==> src/rtl/serv_alu_seq_pkg.sv <==
// Shared types for the serv_alu sequencer: state encoding and the latched request bundle.
package serv_alu_seq_pkg;

  localparam int XLEN = 32;

  typedef enum logic [1:0] {
    ST_IDLE = 2'd0,
    ST_PREP = 2'd1,
    ST_RUN  = 2'd2,
    ST_DONE = 2'd3
  } state_t;

  typedef struct packed {
    logic       sub;
    logic [1:0] bool_op;
    logic       cmp_eq;
    logic       cmp_sig;
    logic [2:0] rd_sel;
  } alu_ctrl_t;

  typedef struct packed {
    logic [XLEN-1:0] rs1;
    logic [XLEN-1:0] op_b;
    logic [XLEN-1:0] buf_w;
    alu_ctrl_t       ctrl;
  } req_t;

endpackage

==> src/rtl/serv_sreg.sv <==
// 32-bit shift register: parallel load, or right shift by W with din entering the top W bits.
module serv_sreg
  import serv_alu_seq_pkg::*;
#(
  parameter int W = 1
) (
  input  logic            clk,
  input  logic            rst_n,
  input  logic            load,
  input  logic [XLEN-1:0] load_data,
  input  logic            shift,
  input  logic [W-1:0]    din,
  output logic [XLEN-1:0] q
);

  always_ff @(posedge clk or negedge rst_n) begin
    if (!rst_n) begin
      q <= '0;
    end else if (load) begin
      q <= load_data;
    end else if (shift) begin
      q <= {din, q[XLEN-1:W]};
    end
  end

endmodule

==> src/rtl/serv_alu_seq.sv <==
// Sequencer around serv_alu: serialises one 32-bit request LSB-first into the ALU and
// reassembles o_rd plus the final compare into a result word.
module serv_alu_seq
  import serv_alu_seq_pkg::*;
#(
  parameter int W = 1
) (
  input  logic            clk,
  input  logic            i_rst_n,
  input  logic            i_req_valid,
  output logic            o_req_ready,
  input  logic [XLEN-1:0] i_req_rs1,
  input  logic [XLEN-1:0] i_req_op_b,
  input  logic [XLEN-1:0] i_req_buf,
  input  logic            i_req_sub,
  input  logic [1:0]      i_req_bool_op,
  input  logic            i_req_cmp_eq,
  input  logic            i_req_cmp_sig,
  input  logic [2:0]      i_req_rd_sel,
  output logic            o_alu_en,
  output logic            o_alu_cnt0,
  output logic            o_alu_sub,
  output logic [1:0]      o_alu_bool_op,
  output logic            o_alu_cmp_eq,
  output logic            o_alu_cmp_sig,
  output logic [2:0]      o_alu_rd_sel,
  output logic [W-1:0]    o_alu_rs1,
  output logic [W-1:0]    o_alu_op_b,
  output logic [W-1:0]    o_alu_buf,
  input  logic [W-1:0]    i_alu_rd,
  input  logic            i_alu_cmp,
  output logic            o_res_valid,
  input  logic            i_res_ready,
  output logic [XLEN-1:0] o_res_data,
  output logic            o_res_cmp,
  output state_t          dbg_state
);

  localparam int N  = XLEN / W;
  localparam int CW = $clog2(N);

  // Handshakes: a transfer happens on a rising edge where valid and ready are both high.
  // Request side is ready only in IDLE; result side is valid only in DONE.
  state_t          state;
  logic [CW-1:0]   cnt;
  alu_ctrl_t       ctrl;
  logic            res_cmp;
  req_t            req;
  logic            accept;
  logic            run;
  logic [XLEN-1:0] rs1_q;
  logic [XLEN-1:0] op_b_q;
  logic [XLEN-1:0] buf_q;
  logic [XLEN-1:0] rd_q;

  assign req = {i_req_rs1, i_req_op_b, i_req_buf,
                i_req_sub, i_req_bool_op, i_req_cmp_eq, i_req_cmp_sig, i_req_rd_sel};

  assign accept = (state == ST_IDLE) && i_req_valid;
  assign run    = (state == ST_RUN);

  always_ff @(posedge clk or negedge i_rst_n) begin
    if (!i_rst_n) begin
      state   <= ST_IDLE;
      cnt     <= '0;
      ctrl    <= '0;
      res_cmp <= 1'b0;
    end else begin
      case (state)
        ST_IDLE: begin
          if (i_req_valid) begin
            ctrl  <= req.ctrl;
            state <= ST_PREP;
          end
        end
        ST_PREP: begin
          cnt   <= '0;
          state <= ST_RUN;
        end
        ST_RUN: begin
          cnt <= cnt + CW'(1);
          if (cnt == CW'(N - 1)) begin
            res_cmp <= i_alu_cmp;
            state   <= ST_DONE;
          end
        end
        ST_DONE: begin
          if (i_res_ready) state <= ST_IDLE;
        end
        default: state <= ST_IDLE;
      endcase
    end
  end

  // Operands shift out with zero fill; rd starts cleared and fills from the top.
  serv_sreg #(.W(W)) u_rs1 (
    .clk(clk), .rst_n(i_rst_n), .load(accept), .load_data(req.rs1),
    .shift(run), .din({W{1'b0}}), .q(rs1_q)
  );
  serv_sreg #(.W(W)) u_op_b (
    .clk(clk), .rst_n(i_rst_n), .load(accept), .load_data(req.op_b),
    .shift(run), .din({W{1'b0}}), .q(op_b_q)
  );
  serv_sreg #(.W(W)) u_buf (
    .clk(clk), .rst_n(i_rst_n), .load(accept), .load_data(req.buf_w),
    .shift(run), .din({W{1'b0}}), .q(buf_q)
  );
  serv_sreg #(.W(W)) u_rd (
    .clk(clk), .rst_n(i_rst_n), .load(accept), .load_data({XLEN{1'b0}}),
    .shift(run), .din(i_alu_rd), .q(rd_q)
  );

  assign o_req_ready   = (state == ST_IDLE);
  assign o_alu_en      = run;
  assign o_alu_cnt0    = run && (cnt == '0);
  assign o_alu_sub     = ctrl.sub;
  assign o_alu_bool_op = ctrl.bool_op;
  assign o_alu_cmp_eq  = ctrl.cmp_eq;
  assign o_alu_cmp_sig = ctrl.cmp_sig;
  assign o_alu_rd_sel  = ctrl.rd_sel;
  assign o_alu_rs1     = rs1_q[W-1:0];
  assign o_alu_op_b    = op_b_q[W-1:0];
  assign o_alu_buf     = buf_q[W-1:0];
  assign o_res_valid   = (state == ST_DONE);
  assign o_res_data    = rd_q;
  assign o_res_cmp     = res_cmp;
  assign dbg_state     = state;

endmodule

==> config.mk <==
export PLATFORM = sky130hd
export DESIGN_NAME = serv_alu_seq
export DESIGN_NICKNAME = d
export VERILOG_FILES = /design/src/rtl/serv_alu_seq_pkg.sv /design/src/rtl/serv_sreg.sv /design/src/rtl/serv_alu_seq.sv
export SDC_FILE = /design/constraint.sdc
export NUM_CORES = 1
export LEC_CHECK = 0
export BUFFER_PORTS_ARGS = -buffer_cell sky130_fd_sc_hd__buf_2
export CELL_PAD_IN_SITES_DETAIL_PLACEMENT = 0
export CELL_PAD_IN_SITES_GLOBAL_PLACEMENT = 1
export CORE_MARGIN = 8
export CORE_UTILIZATION = 45
export CTS_CLUSTER_DIAMETER = 150
export DETAILED_ROUTE_END_ITERATION = 12
export HOLD_SLACK_MARGIN = 0.02
export PLACE_DENSITY = 0.81
export SLEW_MARGIN = 30
export SYNTH_ARGS = -nofsm -noshare
export SYNTH_HDL_FRONTEND = slang
export SYNTH_HIERARCHICAL = 1
export SYNTH_SLANG_ARGS = --single-unit
==> constraint.sdc <==
create_clock -name clk -period 3.2 [get_ports clk]
set_clock_uncertainty 0.1 [all_clocks]
set_input_delay 0.64 -clock clk [delete_from_list [all_inputs] [get_ports clk]]
set_output_delay 0.64 -clock clk [all_outputs]
set_load 0.01 [all_outputs]
## Word-level counts from Yosys, hierarchy flattened

Index checks and enable logic that the tools add are counted.

- Bits in registers: 144
- Bits of input ports: 110
- Logic and storage cells: 42

- $add $sub $neg: 1
- Equality and inequality tests: 7
- Mux-type cells: 13
- Reductions and logical operators: 9

Operators by type and width:

| kind | number |
|---|---|
| $mux 32 | 8 |
| $pmux 5 s2 | 1 |
| $pmux 2 s4 | 1 |
| $mux 2 | 3 |
| $add 5x1->5 const B | 1 |
| $eq 5x5->1 const B | 1 |
| $logic_not 5->1 | 1 |
| $eq 2x2->1 const B | 2 |
| $ne 2x1->1 const B | 2 |
| $reduce_and 2->1 | 2 |
| $reduce_bool 2->1 | 2 |
| $reduce_and 3->1 | 1 |
| $eq 2x1->1 const B | 1 |
| $logic_and 1x1->1 | 2 |
| $logic_not 2->1 | 1 |
| $ne 2x2->1 const B | 1 |

## Depth between registers and ports, before layout

Gate-level depths: netlist (run 1).

- Word-level depth: 3
- Depth in mapped cells: 8
- Gate-level depth less buffers: 6

## Modules after synthesis

Netlist (run 1), hierarchy kept.

By module, submodules not included:

| module | instances | cells an instance | area an instance (µm²) | seq. area each (µm²) |
|---|---|---|---|---|
| serv_sreg | 4 | 139 | 1515.2 | 800.8 |
| serv_alu_seq | 1 | 68 | 788.3 | 400.4 |

## Least setup slack after synthesis (run 1)

OpenSTA, ideal clock, no wires.

- Kind: register -> output
- Start: register state[0] (netlist: dbg_state[0])
- End: output port o_alu_cnt0
- Arrival: 1.393 ns
- Required time: 2.460 ns
- Setup slack: 1.067 ns
- Stages on the path, launching flop included: 7
- Path through: dfrtp_1 -> inv_1 -> ha_1 -> buf_6 -> inv_1 -> nor2_1 -> and3_1

- Longest elaborated chain between the ends: 2

Ends and longest elaborated chain:

| what | RTL line | RTL |
|---|---|---|
| start, declared | serv_alu_seq.sv:44 | `state_t state;` |
| start signal, assigned | serv_alu_seq.sv:64 | `state <= ST_IDLE;` |
| start signal, assigned | serv_alu_seq.sv:73 | `state <= ST_PREP;` |
| start signal, assigned | serv_alu_seq.sv:78 | `state <= ST_RUN;` |
| $eq 2x2->1 | serv_alu_seq.sv:60 | `assign run = (state == ST_RUN);` |
| via o_alu_en | serv_alu_seq.sv:20 | `output logic o_alu_en,` |
| $logic_and 1x1->1 | serv_alu_seq.sv:115 | `assign o_alu_cnt0 = run && (cnt == '0);` |
| end, declared | serv_alu_seq.sv:21 | `output logic o_alu_cnt0,` |

The timed path passes the listed nets, and every way through them passes these cells.

## Final worst setup path (run 1)

- Start: register state[0] (netlist: dbg_state[0])
- End: output port o_alu_cnt0

- Longest elaborated chain between the ends: 2

Ends and longest elaborated chain:

| what | RTL line |
|---|---|
| $eq 2x2->1 | serv_alu_seq.sv:60 |
| $logic_and 1x1->1 | serv_alu_seq.sv:115 |

Every way passes these cells.

==> impl_metrics.toml, run 1 <==
[setup_path]
reg2reg_to = "cnt[3]$_DFFE_PN0P_"
slowest_delay_ns = 0.46
reg2reg_slack_ns = 0.74
worst_ep_required_time_ns = 2.46
worstSetupStartpointType = "register"
startpoint = "dbg_state[0]$_DFFE_PN0P_"
crit_type = "register to primary output"
end_kind = "primary output"
worstPathMaxFanout = 27
crit_arrival_ns = 2.01
cp_slowest_cell = "ha_4"
crit_chain = "inv_1 -> ha_4 -> inv_1 -> nor2_1 -> and3_1 -> buf_2"
crit_top_cell = "inv_1"
reg2regPathDepth = 5
reg2reg_from = "dbg_state[0]$_DFFE_PN0P_"

[global_route]
grtUsageTotal = 0.161
grt_pass1_wl_microns = 25400
grt_overflow = 0
grt_antenna_before_repair = 0
grt_pass1_vias = 5251
grt_start_max_net_pins = 112

[synthesis]
syn_area_per_cell_sq_um = 11.0
synthTopCellsByArea = "dfrtp_1, mux2i_1, o21ai_1"
yosysTopAreaCellShare = 0.526
ys_seq_elements = 144
ys_warn_count = 6
yosysTopAreaCell = "dfrtp_1"
synth_cells = 624
synth_area_sq_um = 6850
seq_area_frac_synth = 0.526
synthDistinctLibCells = 24

[power]
p_int_w = 0.00569
power_density_nw_per_um2 = 1060
clock_power_share = 0.238
combPwrFrac = 0.395
p_leak_nw = 3.90
seqPwrFrac = 0.367
p_switching_w = 0.00321
irDropWorstVdd_mv = 0.865
power_w = 0.00890
switching_share = 0.360

[hold_path]
min-delay-path-class = "primary input to async pin"

[sta]
fin_crit_ns = 2.75
period_share = 0.860
setup_tns_ns = 0
setup_violations = 0
fmax_ghz = 0.363
hold_violations = 0
worstMarginPinSlew_ns = 0.775
slew_headroom = 0.483
timing.final.max_slew_violations = 0
grt_setup_unrepaired = "no"
holdWs_ns = 0.109

[route]
firstDrtPassIters = 4
drt_first_iter_violations = 249
vias = 4981
post_drt_via_cell_ratio = 4.97
ant_nets = 0
wl_per_cell_microns = 15.3
drc = 0
totalWireLength_microns = 15400

[final_layout]
register_area_sq_um = 3600
multi_input_area_sq_um = 2910
diodes = 0
finalInstanceArea_sq_um = 8380
area_growth_pct = 22.3
filler_cell_count = 1336
nets = 918
final_cells = 1002
drive_above_1_share = 0.271

[clock_tree]
postCtsSetupBuffers = 0
clock_path_buffers = 2
h-tree-depth = 4
cts.sinks = 144
ctsResizeCount = 0
cts_made_buffers = 17
path_clk_slew_ns = 0.06
cts_hold_buf = 0
insertion_delay_ns = 0.42
cts_tree = "yes"
clockRootBuffer = "clkbuf_16"

[die]
ios = 160
fp.coreArea_sq_um = 15000
die_w_microns = 139
dieHeight_microns = 139
dieArea_sq_um = 19400
start_util = 0.456
rows = 45

[placement]
post_dp_cell_area_sq_um = 7740
port_buffers = 159
dp_hpwl_microns = 10600
dp_cells = 970
place_congestion = 0.787

[run]
drv_cap = 0

[outcome]
status = "finished clean"
-- cell usage in the layout (no fill, tap or decap), types with 2 or more instances in the layout --
cell type   count
clkbuf_16      17
buf_12          5
o21ai_0        11
o21ai_1       112
conb_1         35
buf_2         158
mux2i_1       129
clkinvlp_4      4
clkinv_4        3
mux2_2          9
nand2_1       131
bufinv_16       4
buf_4           6
clkbuf_8        2
nor2_1          3
dfrtp_1       144
clkinv_2        2
ha_1            6
inv_1           9
and3_1          2
o21ai_2         8
nand3_1         4
-- sequential cells by signal, indices dropped and copies added (netlist names) --
| signal | flops |
|---|---|
| o_alu_cmp_eq | 1 |
| u_rs1/q | 32 |
| o_res_cmp | 1 |
| o_alu_rd_sel | 3 |
| o_alu_sub | 1 |
| u_buf/q | 32 |
| o_alu_cmp_sig | 1 |
| u_rd/q | 32 |
| o_alu_bool_op | 2 |
| u_op_b/q | 32 |
| dbg_state | 2 |
| cnt | 5 |
-- cell families (layout without fill, tap and decap cells) --
kind of cell,count (synthesis),after routing,synth area share
buffers and inverters,56,212,0.0698
AND/OR/NAND/NOR,141,141,0.0791
multiplexers,139,139,0.205
other,1,35,0.000548
AO/OA/AOI/OAI,136,136,0.107
flip-flops,144,144,0.526
adder cells (fa/ha/maj),7,7,0.0128
-- metal layers --
layer | up-vias | part of all wire | GRT usage
met5 | - | 0 | 0
met4 | 0 | 0.0099 | 0.0641
met3 | 16 | 0.063 | 0.0578
met2 | 113 | 0.50 | 0.266
met1 | 2379 | 0.43 | 0.187
li1 | 2473 | - | -
-- synth_stat cells --
library cell	count
a222oi_1	1
a22oi_1	1
a2bb2oi_1	1
a32o_1	1
and3_1	2
buf_12	12
buf_2	28
buf_6	5
clkbuf_1	1
conb_1	1
dfrtp_1	144
ha_1	7
inv_1	10
mux2_1	1
mux2_2	9
mux2i_1	129
nand2_1	131
nand2b_1	1
nand3_1	4
nor2_1	3
o21ai_0	11
o21ai_1	112
o21ai_2	8
o311ai_0	1
-- layout make-up --
| class | instances | area share |
|---|---|---|
| timing repair buffer | 170 | 0.113 |
| multi-input combinational | 458 | 0.347 |
| sequential | 144 | 0.430 |
| clock inverter | 13 | 0.0223 |
| tap | 188 | 0.0281 |
| clock buffer | 19 | 0.0541 |
| inverter | 10 | 0.00508 |
-- stage by stage --
stage	util	setup slack, ns
finish	0.557	0.449
global route	0.557	0.239
CTS	0.557	0.403
detailed placement	0.515	0.744
global placement	0.515	0.934
floorplan	-	1.07
-- critical path, delay by kind of cell, from the launching register on --
| family | cells | cell delay [ns] |
|---|---|---|
| adder cells (fa/ha/maj) | 1 | 0.46 |
| AND/OR/NAND/NOR | 2 | 0.32 |
| flip-flops | 1 | 0.41 |
| buffers and inverters | 3 | 0.40 |
-- power groups by stage --
stage                     Clock [W]  Sequential [W]  Combinational, W
after detailed placement          0         0.00329           0.00354
after global placement            0         0.00325           0.00339
after CTS                   0.00217         0.00327           0.00355
final                       0.00212         0.00326           0.00352
after global routing        0.00224         0.00338           0.00391
after floorplan                   0         0.00328           0.00287
-- worst max path at each step --
stage | endpoint | slack [ns] | depth (start not counted)
CTS | o_alu_cnt0 | 0.40 | 6
global placement | o_alu_cnt0 | 0.93 | 6
detailed placement | cnt[3]$_DFFE_PN0P_ | 0.74 | 5
global route | o_alu_cnt0 | 0.24 | 6
floorplan | o_alu_cnt0 | 1.07 | 6
finish | o_alu_cnt0 | 0.45 | 6
(Power assumes the default switching activity.)
==> run 2, diff against run 1 <==
CORE_ASPECT_RATIO = 1.4   (was not set)
PLACE_DENSITY = 0.82   (was 0.81)
==> run 2 against run 1 <==
Register-to-register slack gained 0.04 ns. Maximum frequency up 6.7%. Count of clock-buffer cells in the layout increased by 1. Combinational power down 2%. Via count shrank 1.4%. Wire length increased by 0.19%. Global-route usage is 0.15 points higher. Largest power group unchanged.
==> impl_metrics.toml, run 2 (same netlist as run 1, synthesis figures left out) <==
[outcome]
status = "finished clean"

[global_route]
grtUsageTotal = 0.162
grt_pass1_vias = 5371
grt_pass1_wl_microns = 25900
grt_overflow = 0
grt_antenna_before_repair = 0
grt_start_max_net_pins = 85

[placement]
dp_cells = 972
port_buffers = 159
dp_hpwl_microns = 11000
place_congestion = 0.774

[route]
totalWireLength_microns = 15400
post_drt_via_cell_ratio = 4.89
drt_first_iter_violations = 342
wl_per_cell_microns = 15.3
ant_nets = 0
drc = 0
firstDrtPassIters = 4
vias = 4909

[sta]
worstMarginPinSlew_ns = 0.831
grt_setup_unrepaired = "no"
timing.final.max_slew_violations = 0
slew_headroom = 0.446
setup_tns_ns = 0
fin_crit_ns = 2.58
setup_violations = 0
hold_violations = 0
fmax_ghz = 0.388
period_share = 0.806

[power]
p_int_w = 0.00562
seqPwrFrac = 0.373
p_switching_w = 0.00315
switching_share = 0.359
irDropWorstVdd_mv = 0.627
combPwrFrac = 0.394
power_density_nw_per_um2 = 1050
clock_power_share = 0.233
p_leak_nw = 3.89

[final_layout]
drive_above_1_share = 0.270
nets = 916
diodes = 0
final_cells = 1004
area_growth_pct = 21.7
layout_commonest_cell = "buf_2"
final_cell_mix = "buf_2, dfrtp_1, nand2_1"

[clock_tree]
clock_path_buffers = 2
cts.sinks = 144
clockRootBuffer = "clkbuf_16"
h-tree-depth = 4
insertion_delay_ns = 0.40
cts_tree = "yes"
ctsResizeCount = 0
cts_hold_buf = 0
cts_made_buffers = 17
path_clk_slew_ns = 0.06
postCtsSetupBuffers = 0

[die]
rows = 53
dieHeight_microns = 162
start_util = 0.457
ios = 160
dieArea_sq_um = 19500
die_w_microns = 120
fp.coreArea_sq_um = 15000

[setup_path]
crit_arrival_ns = 1.84
crit_type = "register to primary output"
end_kind = "primary output"
reg2reg_from = "dbg_state[0]$_DFFE_PN0P_"
worst_ep_required_time_ns = 2.46
worstPathMaxFanout = 17
startpoint = "dbg_state[0]$_DFFE_PN0P_"
worstSetupStartpointType = "register"

[run]
drv_cap = 0

[hold_path]
min-delay-path-class = "primary input to async pin"
## run 2: power groups by stage
stage,clock network [W],logic (W),registers [W]
after floorplan,0,0.00287,0.00328
after global placement,0,0.00337,0.00325
after detailed placement,0,0.00350,0.00330
after CTS,0.00210,0.00351,0.00328
after global routing,0.00218,0.00388,0.00338
final,0.00204,0.00346,0.00327
## run 2: critical path, stage by stage, from the launching register on
cell and delay (ns):
dfrtp_1 0.41, inv_1 0.16, ha_4 0.32, inv_1 0.09, nor2_1 0.12, and3_1 0.20, buf_2 0.14
## run 2: layout make-up
type | count | area [sq um]
fill | 1395 | 6650
tap | 192 | 240
clock buffer | 20 | 467
timing repair buffer | 168 | 920
clock inverter | 12 | 155
multi-input combinational | 458 | 2910
sequential | 144 | 3600
inverter | 10 | 42.5
## run 2: final timing paths
check                      depth (start not counted)  slack (ns)                        to
max                                                6        0.62                o_alu_cnt0
min                                                1        0.17    u_buf/q[7]$_DFFE_PN0P_
max reg2reg                                        6        0.78   u_rs1/q[31]$_DFFE_PN0P_
min reg2reg                                        1        0.40     o_res_cmp$_DFFE_PN0P_
max in group asynchronous                          2        2.07     u_rd/q[2]$_DFFE_PN0P_
min in group clk                                   3        0.34  u_op_b/q[11]$_DFFE_PN0P_
## run 2: through the flow
stage                util  area, sq um  setup WS [ns]  power (W)  hold WS [ns]
finish              0.556         8340          0.622    0.00877         0.172
global route        0.556         8340          0.503    0.00944         0.228
CTS                 0.556         8340          0.595    0.00889         0.203
detailed placement  0.515         7710          0.765    0.00680         0.388
global placement    0.515         7710          0.874    0.00663         0.384
floorplan               -         6980           1.07    0.00615         0.244
## run 2: routing by layer
layer / vias to the layer above / track usage / part of all wire
li1: 2455 / - / -
met1: 2315 / 0.187 / 0.42
met2: 118 / 0.276 / 0.51
met3: 21 / 0.0566 / 0.055
met4: 0 / 0.0524 / 0.017
met5: - / 0 / 0
